===== src/rtl/addsub_share_pkg.sv =====
`default_nettype none
// ============================================================================
//  Module      : addsub_share_pkg
//  Description : Shared definitions for the add/subtract sharing controller:
//                FSM state encodings, requester port ids and the signed
//                overflow helper used by the add stage.
//  Ports       : none (package)
//  Revision    : 1.0 - initial release
// ============================================================================
package addsub_share_pkg;

    localparam logic [1:0] S_IDLE = 2'd0;
    localparam logic [1:0] S_NEG  = 2'd1;
    localparam logic [1:0] S_ADD  = 2'd2;
    localparam logic [1:0] S_HOLD = 2'd3;

    localparam logic PORT_ALU = 1'b0;
    localparam logic PORT_BR  = 1'b1;

    typedef enum logic [1:0] {
        ST_IDLE = S_IDLE,
        ST_NEG  = S_NEG,
        ST_ADD  = S_ADD,
        ST_HOLD = S_HOLD
    } state_e;

    // Signed overflow from sign bits. b_msb is the ORIGINAL operand B sign,
    // so for SUB the condition is "A and B differ in sign" and for ADD it is
    // "A and B share a sign"; in both cases the sum sign must differ from A.
    // Using the original B keeps B=0x80 (whose negation is itself) correct.
    function automatic logic ovf_flag(input logic a_msb, input logic b_msb,
                                      input logic s_msb, input logic sub);
        return ((a_msb ^ b_msb) == sub) && (s_msb != a_msb);
    endfunction

endpackage
`default_nettype wire


===== src/rtl/addsub_share_ctrl_if.sv =====
`default_nettype none
// ============================================================================
//  Module      : addsub_share_ctrl_if
//  Description : Request/result bundle for the shared add/subtract unit.
//                Two requester ports (valid/ready, A, B, SUB) and one result
//                port (valid/ready, data, id, zero, overflow).
//  Modports    : master - requesters and result consumer side
//                slave  - the controller
//  Revision    : 1.0 - initial release
// ============================================================================
interface addsub_share_ctrl_if #(
    parameter int WIDTH = 8
);
    logic             req0_valid;
    logic             req0_ready;
    logic [WIDTH-1:0] req0_a;
    logic [WIDTH-1:0] req0_b;
    logic             req0_sub;

    logic             req1_valid;
    logic             req1_ready;
    logic [WIDTH-1:0] req1_a;
    logic [WIDTH-1:0] req1_b;
    logic             req1_sub;

    logic             res_valid;
    logic             res_ready;
    logic [WIDTH-1:0] res_data;
    logic             res_id;
    logic             res_zero;
    logic             res_ovf;

    modport master (
        output req0_valid, req0_a, req0_b, req0_sub,
        output req1_valid, req1_a, req1_b, req1_sub,
        output res_ready,
        input  req0_ready, req1_ready,
        input  res_valid, res_data, res_id, res_zero, res_ovf
    );

    modport slave (
        input  req0_valid, req0_a, req0_b, req0_sub,
        input  req1_valid, req1_a, req1_b, req1_sub,
        input  res_ready,
        output req0_ready, req1_ready,
        output res_valid, res_data, res_id, res_zero, res_ovf
    );
endinterface
`default_nettype wire


===== src/rtl/addsub_share_ctrl_neg.sv =====
`default_nettype none
// ============================================================================
//  Module      : twos_neg
//  Description : Combinational two's-complement negator, (~x + 1) mod 2^W.
//  Ports       : in_i  [WIDTH] - operand
//                out_o [WIDTH] - negated operand
//  Revision    : 1.0 - initial release
// ============================================================================
module twos_neg #(
    parameter int WIDTH = 8
) (
    input  logic [WIDTH-1:0] in_i,
    output logic [WIDTH-1:0] out_o
);
    assign out_o = ~in_i + {{(WIDTH-1){1'b0}}, 1'b1};
endmodule
`default_nettype wire


===== src/rtl/addsub_share_ctrl_rr_grant2.sv =====
`default_nettype none
// ============================================================================
//  Module      : rr_grant2
//  Description : Two-input round-robin grant. The pointed-to requester wins
//                a tie; on advance the pointer moves to the port that was not
//                granted. Grant is combinational, pointer is registered.
//  Ports       : clk_i      - clock
//                rst_ni     - synchronous active-low reset (pointer -> 0)
//                req_i[1:0] - requests (already qualified by the caller)
//                advance_i  - a grant was consumed this cycle
//                gnt_o[1:0] - one-hot (or zero) grant
//  Revision    : 1.0 - initial release
// ============================================================================
module rr_grant2 (
    input  logic       clk_i,
    input  logic       rst_ni,
    input  logic [1:0] req_i,
    input  logic       advance_i,
    output logic [1:0] gnt_o
);
    logic ptr_q;

    assign gnt_o[0] = req_i[0] & (~ptr_q | ~req_i[1]);
    assign gnt_o[1] = req_i[1] & ( ptr_q | ~req_i[0]);

    always_ff @(posedge clk_i) begin
        if (!rst_ni) begin
            ptr_q <= 1'b0;
        end else if (advance_i) begin
            // Port 0 served -> point at port 1, and vice versa.
            ptr_q <= gnt_o[0];
        end
    end
endmodule
`default_nettype wire


===== src/rtl/addsub_share_ctrl.sv =====
`default_nettype none
// ============================================================================
//  Module      : addsub_share_ctrl
//  Description : Shares one adder and one negator between two requesters
//                (port 0 = ALU add/sub, port 1 = branch offset / PC adjust).
//                SUB runs as a registered negate stage then an add stage;
//                the result is held until the consumer accepts it.
//  Ports       : clk_i  - clock, all state on rising edge
//                rst_ni - synchronous active-low reset
//                bus    - addsub_share_ctrl_if.slave (requests + result)
//  Revision    : 1.0 - initial release
// ============================================================================
module addsub_share_ctrl
    import addsub_share_pkg::*;
#(
    parameter int WIDTH = 8
) (
    input  logic                 clk_i,
    input  logic                 rst_ni,
    addsub_share_ctrl_if.slave   bus
);
    state_e           state_q;
    logic [WIDTH-1:0] a_q;
    logic [WIDTH-1:0] b_q;
    logic             b_msb_q;
    logic             sub_q;
    logic             id_q;

    logic             res_valid_q;
    logic [WIDTH-1:0] res_data_q;
    logic             res_id_q;
    logic             res_zero_q;
    logic             res_ovf_q;

    logic [1:0]       req;
    logic [1:0]       gnt;
    logic             take;
    logic [WIDTH-1:0] sel_a;
    logic [WIDTH-1:0] sel_b;
    logic             sel_sub;
    logic [WIDTH-1:0] neg_b;
    logic [WIDTH-1:0] sum_d;
    logic             ovf_d;

    // Requests only count in IDLE and out of reset; READY is the grant itself.
    assign req  = (state_q == ST_IDLE && rst_ni) ? {bus.req1_valid, bus.req0_valid} : 2'b00;
    assign take = |gnt;

    rr_grant2 u_rr (
        .clk_i     (clk_i),
        .rst_ni    (rst_ni),
        .req_i     (req),
        .advance_i (take),
        .gnt_o     (gnt)
    );

    assign bus.req0_ready = gnt[0];
    assign bus.req1_ready = gnt[1];

    assign sel_a   = gnt[1] ? bus.req1_a   : bus.req0_a;
    assign sel_b   = gnt[1] ? bus.req1_b   : bus.req0_b;
    assign sel_sub = gnt[1] ? bus.req1_sub : bus.req0_sub;

    twos_neg #(.WIDTH(WIDTH)) u_neg (
        .in_i  (b_q),
        .out_o (neg_b)
    );

    assign sum_d = a_q + b_q;
    assign ovf_d = ovf_flag(a_q[WIDTH-1], b_msb_q, sum_d[WIDTH-1], sub_q);

    always_ff @(posedge clk_i) begin
        if (!rst_ni) begin
            state_q     <= ST_IDLE;
            a_q         <= '0;
            b_q         <= '0;
            b_msb_q     <= 1'b0;
            sub_q       <= 1'b0;
            id_q        <= PORT_ALU;
            res_valid_q <= 1'b0;
            res_data_q  <= '0;
            res_id_q    <= PORT_ALU;
            res_zero_q  <= 1'b0;
            res_ovf_q   <= 1'b0;
        end else begin
            case (state_q)
                ST_IDLE: begin
                    if (take) begin
                        a_q     <= sel_a;
                        b_q     <= sel_b;
                        b_msb_q <= sel_b[WIDTH-1];
                        sub_q   <= sel_sub;
                        id_q    <= gnt[1] ? PORT_BR : PORT_ALU;
                        state_q <= sel_sub ? ST_NEG : ST_ADD;
                    end
                end
                ST_NEG: begin
                    b_q     <= neg_b;
                    state_q <= ST_ADD;
                end
                ST_ADD: begin
                    res_data_q  <= sum_d;
                    res_id_q    <= id_q;
                    res_zero_q  <= (sum_d == '0);
                    res_ovf_q   <= ovf_d;
                    res_valid_q <= 1'b1;
                    state_q     <= ST_HOLD;
                end
                ST_HOLD: begin
                    if (bus.res_ready) begin
                        res_valid_q <= 1'b0;
                        state_q     <= ST_IDLE;
                    end
                end
                default: state_q <= ST_IDLE;
            endcase
        end
    end

    assign bus.res_valid = res_valid_q;
    assign bus.res_data  = res_data_q;
    assign bus.res_id    = res_id_q;
    assign bus.res_zero  = res_zero_q;
    assign bus.res_ovf   = res_ovf_q;

endmodule
`default_nettype wire


===== src/flat_wrapper.sv =====
// flat-port wrapper written by rule: the top's interface ports become plain ports
module addsub_share_ctrl_flat import addsub_share_pkg::*;
#(
    parameter int WIDTH = 8
)
  (clk_i, rst_ni, bus_req0_valid, bus_req0_a, bus_req0_b, bus_req0_sub, bus_req1_valid, bus_req1_a, bus_req1_b, bus_req1_sub, bus_res_ready, bus_req0_ready, bus_req1_ready, bus_res_valid, bus_res_data, bus_res_id, bus_res_zero, bus_res_ovf);
  addsub_share_ctrl_if #(.WIDTH(WIDTH)) bus_i ();
  input  logic clk_i;
  input  logic rst_ni;
  input wire logic [$bits(bus_i.req0_valid)-1:0] bus_req0_valid;
  input wire logic [$bits(bus_i.req0_a)-1:0] bus_req0_a;
  input wire logic [$bits(bus_i.req0_b)-1:0] bus_req0_b;
  input wire logic [$bits(bus_i.req0_sub)-1:0] bus_req0_sub;
  input wire logic [$bits(bus_i.req1_valid)-1:0] bus_req1_valid;
  input wire logic [$bits(bus_i.req1_a)-1:0] bus_req1_a;
  input wire logic [$bits(bus_i.req1_b)-1:0] bus_req1_b;
  input wire logic [$bits(bus_i.req1_sub)-1:0] bus_req1_sub;
  input wire logic [$bits(bus_i.res_ready)-1:0] bus_res_ready;
  output wire logic [$bits(bus_i.req0_ready)-1:0] bus_req0_ready;
  output wire logic [$bits(bus_i.req1_ready)-1:0] bus_req1_ready;
  output wire logic [$bits(bus_i.res_valid)-1:0] bus_res_valid;
  output wire logic [$bits(bus_i.res_data)-1:0] bus_res_data;
  output wire logic [$bits(bus_i.res_id)-1:0] bus_res_id;
  output wire logic [$bits(bus_i.res_zero)-1:0] bus_res_zero;
  output wire logic [$bits(bus_i.res_ovf)-1:0] bus_res_ovf;
  assign bus_i.req0_valid = bus_req0_valid;
  assign bus_i.req0_a = bus_req0_a;
  assign bus_i.req0_b = bus_req0_b;
  assign bus_i.req0_sub = bus_req0_sub;
  assign bus_i.req1_valid = bus_req1_valid;
  assign bus_i.req1_a = bus_req1_a;
  assign bus_i.req1_b = bus_req1_b;
  assign bus_i.req1_sub = bus_req1_sub;
  assign bus_i.res_ready = bus_res_ready;
  assign bus_req0_ready = bus_i.req0_ready;
  assign bus_req1_ready = bus_i.req1_ready;
  assign bus_res_valid = bus_i.res_valid;
  assign bus_res_data = bus_i.res_data;
  assign bus_res_id = bus_i.res_id;
  assign bus_res_zero = bus_i.res_zero;
  assign bus_res_ovf = bus_i.res_ovf;
  addsub_share_ctrl #(.WIDTH(WIDTH)) u_core (.clk_i(clk_i), .rst_ni(rst_ni), .bus(bus_i));
endmodule

===== config.mk =====
export PLATFORM = sky130hd
export DESIGN_NAME = addsub_share_ctrl_flat
export DESIGN_NICKNAME = d
export VERILOG_FILES = /design/src/rtl/addsub_share_pkg.sv /design/src/rtl/addsub_share_ctrl_if.sv /design/src/rtl/addsub_share_ctrl_neg.sv /design/src/rtl/addsub_share_ctrl_rr_grant2.sv /design/src/rtl/addsub_share_ctrl.sv /design/src/flat_wrapper.sv
export SDC_FILE = /design/constraint.sdc
export NUM_CORES = 1
export LEC_CHECK = 0
export BUFFER_PORTS_ARGS = -buffer_cell sky130_fd_sc_hd__buf_2
export CORE_ASPECT_RATIO = 0.8
export CORE_MARGIN = 5
export CORE_UTILIZATION = 35
export CTS_CLUSTER_DIAMETER = 80
export DETAILED_ROUTE_END_ITERATION = 10
export SKIP_LAST_GASP = 1
export SLEW_MARGIN = 20
export SYNTH_ARGS = -nofsm -noshare
export SYNTH_HDL_FRONTEND = slang
export SYNTH_SLANG_ARGS = --single-unit

===== constraint.sdc =====
create_clock -name clk_i -period 1.91 [get_ports clk_i]
set_input_delay 0.0955 -clock clk_i [delete_from_list [all_inputs] [get_ports clk_i]]
set_output_delay 0.0955 -clock clk_i [all_outputs]
set_load 0.05 [all_outputs]

==> results of run 1 <==
-- state kept, by name (all words and copies together) (netlist names) --
register / count
u_core.bus.res_id: 1
u_core.b_msb_q: 1
u_core.state_q: 2
u_core.b_q: 8
u_core.sub_q: 1
u_core.bus.res_ovf: 1
u_core.id_q: 1
u_core.u_rr.ptr_q: 1
u_core.bus.res_zero: 1
u_core.bus.res_data: 8
u_core.a_q: 8
u_core.bus.res_valid: 1
-- power by group through the flow --
stage	Clock, W	Combinational (W)	Sequential, W
6_report	0.000564	0.00219	0.00108
4_1_cts	0.000579	0.00212	0.00107
3_5_place_dp	0	0.00210	0.00108
3_3_place_gp	0	0.00208	0.00108
2_1_floorplan	0	0.00134	0.00126
5_1_grt	0.000605	0.00244	0.00111
-- metal layers --
metal	wire length, um	track usage	vias up	share of wire
met5	0	0	-	0
met4	19	0.04149	0	0.0033
met3	338	0.03755	2	0.059
met2	2359	0.2259	61	0.41
met1	3047	0.2261	912	0.53
li1	-	-	1065	-
-- through the flow --
step	utilization	hold slack [ns]	setup TNS [ns]
3_5_place_dp	0.4349	0.3971	0
2_1_floorplan	-	0.2116	0
4_1_cts	0.4510	0.09215	0
3_3_place_gp	0.4349	0.3983	0
6_report	0.4618	0.09767	0
5_1_grt	0.4618	0.1317	-0.01745
-- kinds of logic after synthesis --
logic type,count (synthesis)
xor+xnor,4
mux,18
simple gates,81
flops,34
buf+inv,26
fa+ha+maj,14
compound gates,81
-- Yosys cell counts (3+ instances only) --
cell | n | share of area
nor2_1 | 23 | 0.041
a21oi_1 | 24 | 0.056
a211oi_1 | 12 | 0.042
dfxtp_1 | 34 | 0.32
clkbuf_1 | 5 | 0.0088
nand2_1 | 18 | 0.032
mux2i_1 | 17 | 0.080
o211ai_1 | 3 | 0.011
inv_1 | 12 | 0.021
ha_1 | 13 | 0.076
nand3_1 | 12 | 0.028
nor3_1 | 5 | 0.012
buf_2 | 5 | 0.012
o21a_1 | 4 | 0.014
nor2b_1 | 3 | 0.0088
o21ai_0 | 18 | 0.042
-- worst max-delay path, cell delays in order (launching register included) --
cell and delay (ns):
dfxtp_1 0.35, ha_1 0.41, nand4_1 0.21, and4_1 0.26
or2_2 0.28, a41o_1 0.23
-- area by class of cell --
| cell class | instances | area (um2) |
|---|---|---|
| clock buffers | 7 | 86.33 |
| clock inverters | 1 | 5.005 |
| fillers | 591 | 3182 |
| inverters | 13 | 48.80 |
| multi-input cells | 198 | 1385 |
| flip-flops and latches | 34 | 688.2 |
| well taps | 81 | 101.3 |
| repair buffers | 69 | 415.4 |
-- final timing paths --
path | start | to | depth (start not counted)
min | bus_req1_valid | u_core.u_rr.ptr_q$_SDFFE_PN0P_ | 2
min reg2reg | u_core.bus.res_data[5]$_SDFFE_PN0P_ | u_core.bus.res_data[5]$_SDFFE_PN0P_ | 2
max reg2reg | u_core.b_q[3]$_SDFFE_PN0P_ | u_core.bus.res_zero$_SDFFE_PN0P_ | 5
max | u_core.b_q[3]$_SDFFE_PN0P_ | u_core.bus.res_zero$_SDFFE_PN0P_ | 5
-- what timing repair did --
action,in CTS,in global routing
resized for setup,1,17
endpoints found under the hold margin,0,0
pin swaps,0,6
cloned,0,0
setup buffers,0,2
setup endpoints to repair,1,6
hold buffers,0,0
==> run metrics, run 1 <==
setup slack, reg-to-reg=between 0.06 and 0.07 ns; clock root buffer=clkbuf_8; Post-Place Cells=393; number of distinct library cells after synthesis=54; Post-Synth Simple-Gate Area=0.1938; ant diodes=0; Final min period=between 1.5 and 2 ns; Synth Area in Compound Gates=0.2454; Worst Setup Slack, final=0.06563 ns; crit path capture type=flip-flop; Pwr Total=0.003843 W; RSZ-0062 raised after global routing=yes; drt first pass iters=4; Avg Cell Area, Syn=8.259 um2; vertical die dimension=79.79 um; nature of the critical path startpoint=flip-flop; Starting Density=0.3604; die width=between 90 and 100 um; max cap viols=0; share of cells above drive strength 1=0.3106; number of DRC markers in iteration 0=118; Leakage=1.152 nW; clk_skew=roughly 0.0055 ns; register area share after synthesis=0.3194; share of async-settable or async-resettable flops after synthesis=0; PortBufs=52; max-slew violations=0; TritonCTS Buffers=5; Worst VDD drop=between 0.4 and 0.5 mV; internal power consumption=0.002103 W; FP Rows=25; fin area=0.002730 mm2; NetSw=0.001740 W; Critical Path RT=2.10 ns; CTS tree=done; final layout net count=374; Clock Latency Late Sink=a little under 0.3 ns; final setup fails=0; Worst Tran Pin Value=0.4007 ns; Core Region=0.005912 mm2; critical path fanouts, max=6; most frequent cells in the layout=buf_2, dfxtp_1, nor2_1, a21oi_1, nand2_1; first-pass GRT wire length=9.742 mm; Synth Warn #=0; commonest non-fill, non-tap cell in the layout=buf_2; H-tree Lvls=2; vias=2,040; Fin. Hold Viols=0; GRT Residual Overflow=0; xor/xnor share of the synthesized area=0.01644; vias in the first global route=1,993; GPL Wtd Cong=just under 0.9; Synth Area in Adders=0.08573; Max-slew headroom=0.7329; clock sink total=34; Sw Ratio=0.4527; wire per inst=14.31 um; Comb pwr share=0.571; clock network power share=0.147; Placement Setup Slack=0.05247 ns; CTS clk-pin slew, worst paths=0.07 ns; antenna violations before repair=0; pin count of the biggest net entering global routing=21; Area Growth Syn to Fin=28.13%; status=complete, no violations; Final Non-Filler Cells=slightly above 400; post-DP HPWL=4.312 mm; GRT Total Usage=0.1548; multiplexer area fraction after synthesis=0.08691; Cell Pwr Density=1408 mW/mm2; maximum buffer depth of the clock tree=2; die area=0.007758 mm2; DRC=0; Sequential Power Share=0.282; post-DR vias/cell=5.062; number of flops mapped to enable cells by yosys=0; fmax=between 0.5 and 0.6 GHz; Synth Net Count=311; Synth Flop Type=dfxtp_1; WP data arrival=2.03 ns; dpl cell area=0.002571 mm2; Hold WC Path Type=input pin to flip-flop; final worst-path cycle share=0.9656; antenna viol nets, final=0; largest family of logic cells by synthesized area=compound AO/OA/AOI/OAI gates; Yosys reg bits=34; Worst Path Class, Setup=flip-flop to flip-flop; Gate Count Post-Synth=258; Synth Cell Area=0.002131 mm2; total wire length=5.765 mm; I/O pins=53
(Power assumes the default switching activity.)
==> inputs of run 2 (changes only) <==
==> constraint.sdc (replaced) <==
create_clock -name clk_i -period 2 [get_ports clk_i]
set_input_delay 0.6 -clock clk_i [delete_from_list [all_inputs] [get_ports clk_i]]
set_output_delay 0.6 -clock clk_i [all_outputs]
set_load 0.05 [all_outputs]
==> run metrics, run 2 (same netlist as run 1, synthesis figures left out) <==
maximum buffer depth of the clock tree=2 (unchanged); max cap viols=0 (unchanged); GRT Residual Overflow=0 (unchanged); crit path capture type=output port; Placement Setup Slack=0.01807 ns (-0.03440 ns); clock root buffer=clkbuf_8; TritonCTS Buffers=5 (unchanged); status=complete, no violations; die width=97.24 um (unchanged); Worst path slowest cell=dfxtp_4; Worst Tran Pin Value=0.6622 ns (+0.2616 ns); crit-path cells=inv_4 > ha_4 > nand3_2 > a21oi_4 > buf_6; final layout net count=374 (unchanged); CTS clk-pin slew, worst paths=0.07 ns (about the same); PortBufs=52 (unchanged); post-DP HPWL=4.514 mm (+4.7%); Max-slew headroom=0.5556 (-0.1773); final worst-path cycle share=0.9644; vertical die dimension=79.79 um (unchanged); delay-heaviest family, CP=flip-flops; first-pass GRT wire length=9.473 mm (-2.8%); drt first pass iters=4 (unchanged); Leakage=1.158 nW (+0.46%); FP Rows=25 (unchanged); critical path fanouts, max=7 (+1); Worst VDD drop=0.4988 mV (+7.3%); Hold WC Path Type=flip-flop to flip-flop; final setup fails=0 (unchanged); fmax=a little over 0.5 GHz; clock sink total=34 (unchanged); fin area=0.002748 mm2 (+0.64%); clk_skew=0.006213 ns (+0.0007422 ns); WP data arrival=1.33 ns (-0.70 ns); Final min period=about 1.9 ns; Worst Setup Slack, final=0.07115 ns (+0.005525 ns); Critical Path RT=1.40 ns (-0.70 ns); Clock Latency Late Sink=0.29 ns (about the same); GPL Wtd Cong=0.9193 (+4.9%); Pwr Total=0.003730 W (-3.0%); Area Growth Syn to Fin=28.95%; I/O pins=53 (unchanged); # fillers=592 (+0.17%); most frequent cells in the layout=buf_2, dfxtp_1, nor2_1, a21oi_1; CP Buf/Inv Count=2 (+2); Post-Place Cells=392 (-0.25%); peak per-stage delay on the critical path=0.36 ns (-0.05 ns); vias=2,068 (+1.4%); total wire length=5.788 mm (+0.40%); die area=0.007758 mm2 (unchanged); post-cts hold buffer count=0 (unchanged); Starting Density=0.3604 (unchanged); H-tree Lvls=2 (unchanged); Worst Path Class, Setup=flip-flop to output port; ant diodes=0 (unchanged); max-slew violations=0 (unchanged); vias in the first global route=1,966 (-1.4%); CTS tree=done; dpl cell area=0.002559 mm2 (-0.49%); GRT Total Usage=0.1513 (-0.003519); number of DRC markers in iteration 0=116 (-1.7%); Core Region=0.005912 mm2 (unchanged); wire per inst=14.36 um (+0.40%); DRC=0 (unchanged); antenna violations before repair=0 (unchanged); share of cells above drive strength 1=0.2981 (-0.01242); antenna viol nets, final=0 (unchanged); pin count of the biggest net entering global routing=22 (+4.8%); Core Util, Final=0.4648 (+0.002963); Fin. Hold Viols=0 (unchanged); commonest non-fill, non-tap cell in the layout=buf_2; Final Non-Filler Cells=403 (unchanged); nature of the critical path startpoint=flip-flop; Cell Pwr Density=1357 mW/mm2 (-3.6%); post-DR vias/cell=5.132 (+1.4%)
==> run 2: power by group <==
group          leakage, nW  internal [W]  switching [W]
logic                0.820      0.000857        0.00123
clock network       0.0575      0.000348       0.000253
registers            0.280      0.000877       0.000169
total                 1.16       0.00208        0.00165
==> run 2: worst reg2reg max path, stage by stage (launching register included) <==
cell and delay [ns]:
dfxtp_2 0.36, ha_1 0.17, inv_1 0.05, fa_1 0.41, nor2b_2 0.15, o31a_1 0.17
mux2i_1 0.22, nor2_1 0.07, a41o_1 0.17
==> run 2: final timing paths <==
check / depth (start not counted) / slack (ns) / to / from
hold / removal: 2 / 0.46 / u_core.bus.res_data[5]$_SDFFE_PN0P_ / u_core.bus.res_data[5]$_SDFFE_PN0P_
hold reg to reg: 2 / 0.46 / u_core.bus.res_data[5]$_SDFFE_PN0P_ / u_core.bus.res_data[5]$_SDFFE_PN0P_
setup reg to reg: 8 / 0.14 / u_core.bus.res_zero$_SDFFE_PN0P_ / u_core.b_q[0]$_SDFFE_PN0P_
setup / recovery: 5 / 0.07 / bus_req0_ready / u_core.state_q[1]$_SDFFE_PN0P_
==> run 2: per-stage QoR <==
stage	TNS, ns	hold slack (ns)
after floorplan	0	0.4350
after global placement	0	0.4535
after detailed placement	0	0.4521
after CTS	0	0.4620
after global routing	-0.007226	0.4757
final	0	0.4611
==> run 2: repair_timing <==
action | 4_1_cts | 5_1_grt
pin swaps | 0 | 3
endpoints found under the setup margin | 2 | 6
buffers inserted | 0 | 3
resized for setup | 8 | 10
==> run 2: layer usage <==
layer,vias up,share of wire,GRT usage,wire length [um]
met3,4,0.066,0.05240,384
li1,1064,-,-,-
met5,-,0,0,0
met1,947,0.53,0.2178,3057
met2,53,0.40,0.2163,2318
met4,0,0.0050,0.03320,29
==> run 2: area by class of cell <==
class                      instances  area (um2)  share of cell area
tap                               81       101.3             0.03689
sequential                        34       686.9              0.2500
timing repair buffer              69       416.7              0.1516
multi-input combinational        198        1381              0.5027
clock buffer                       8       110.1             0.04007
inverter                          13       51.30             0.01867
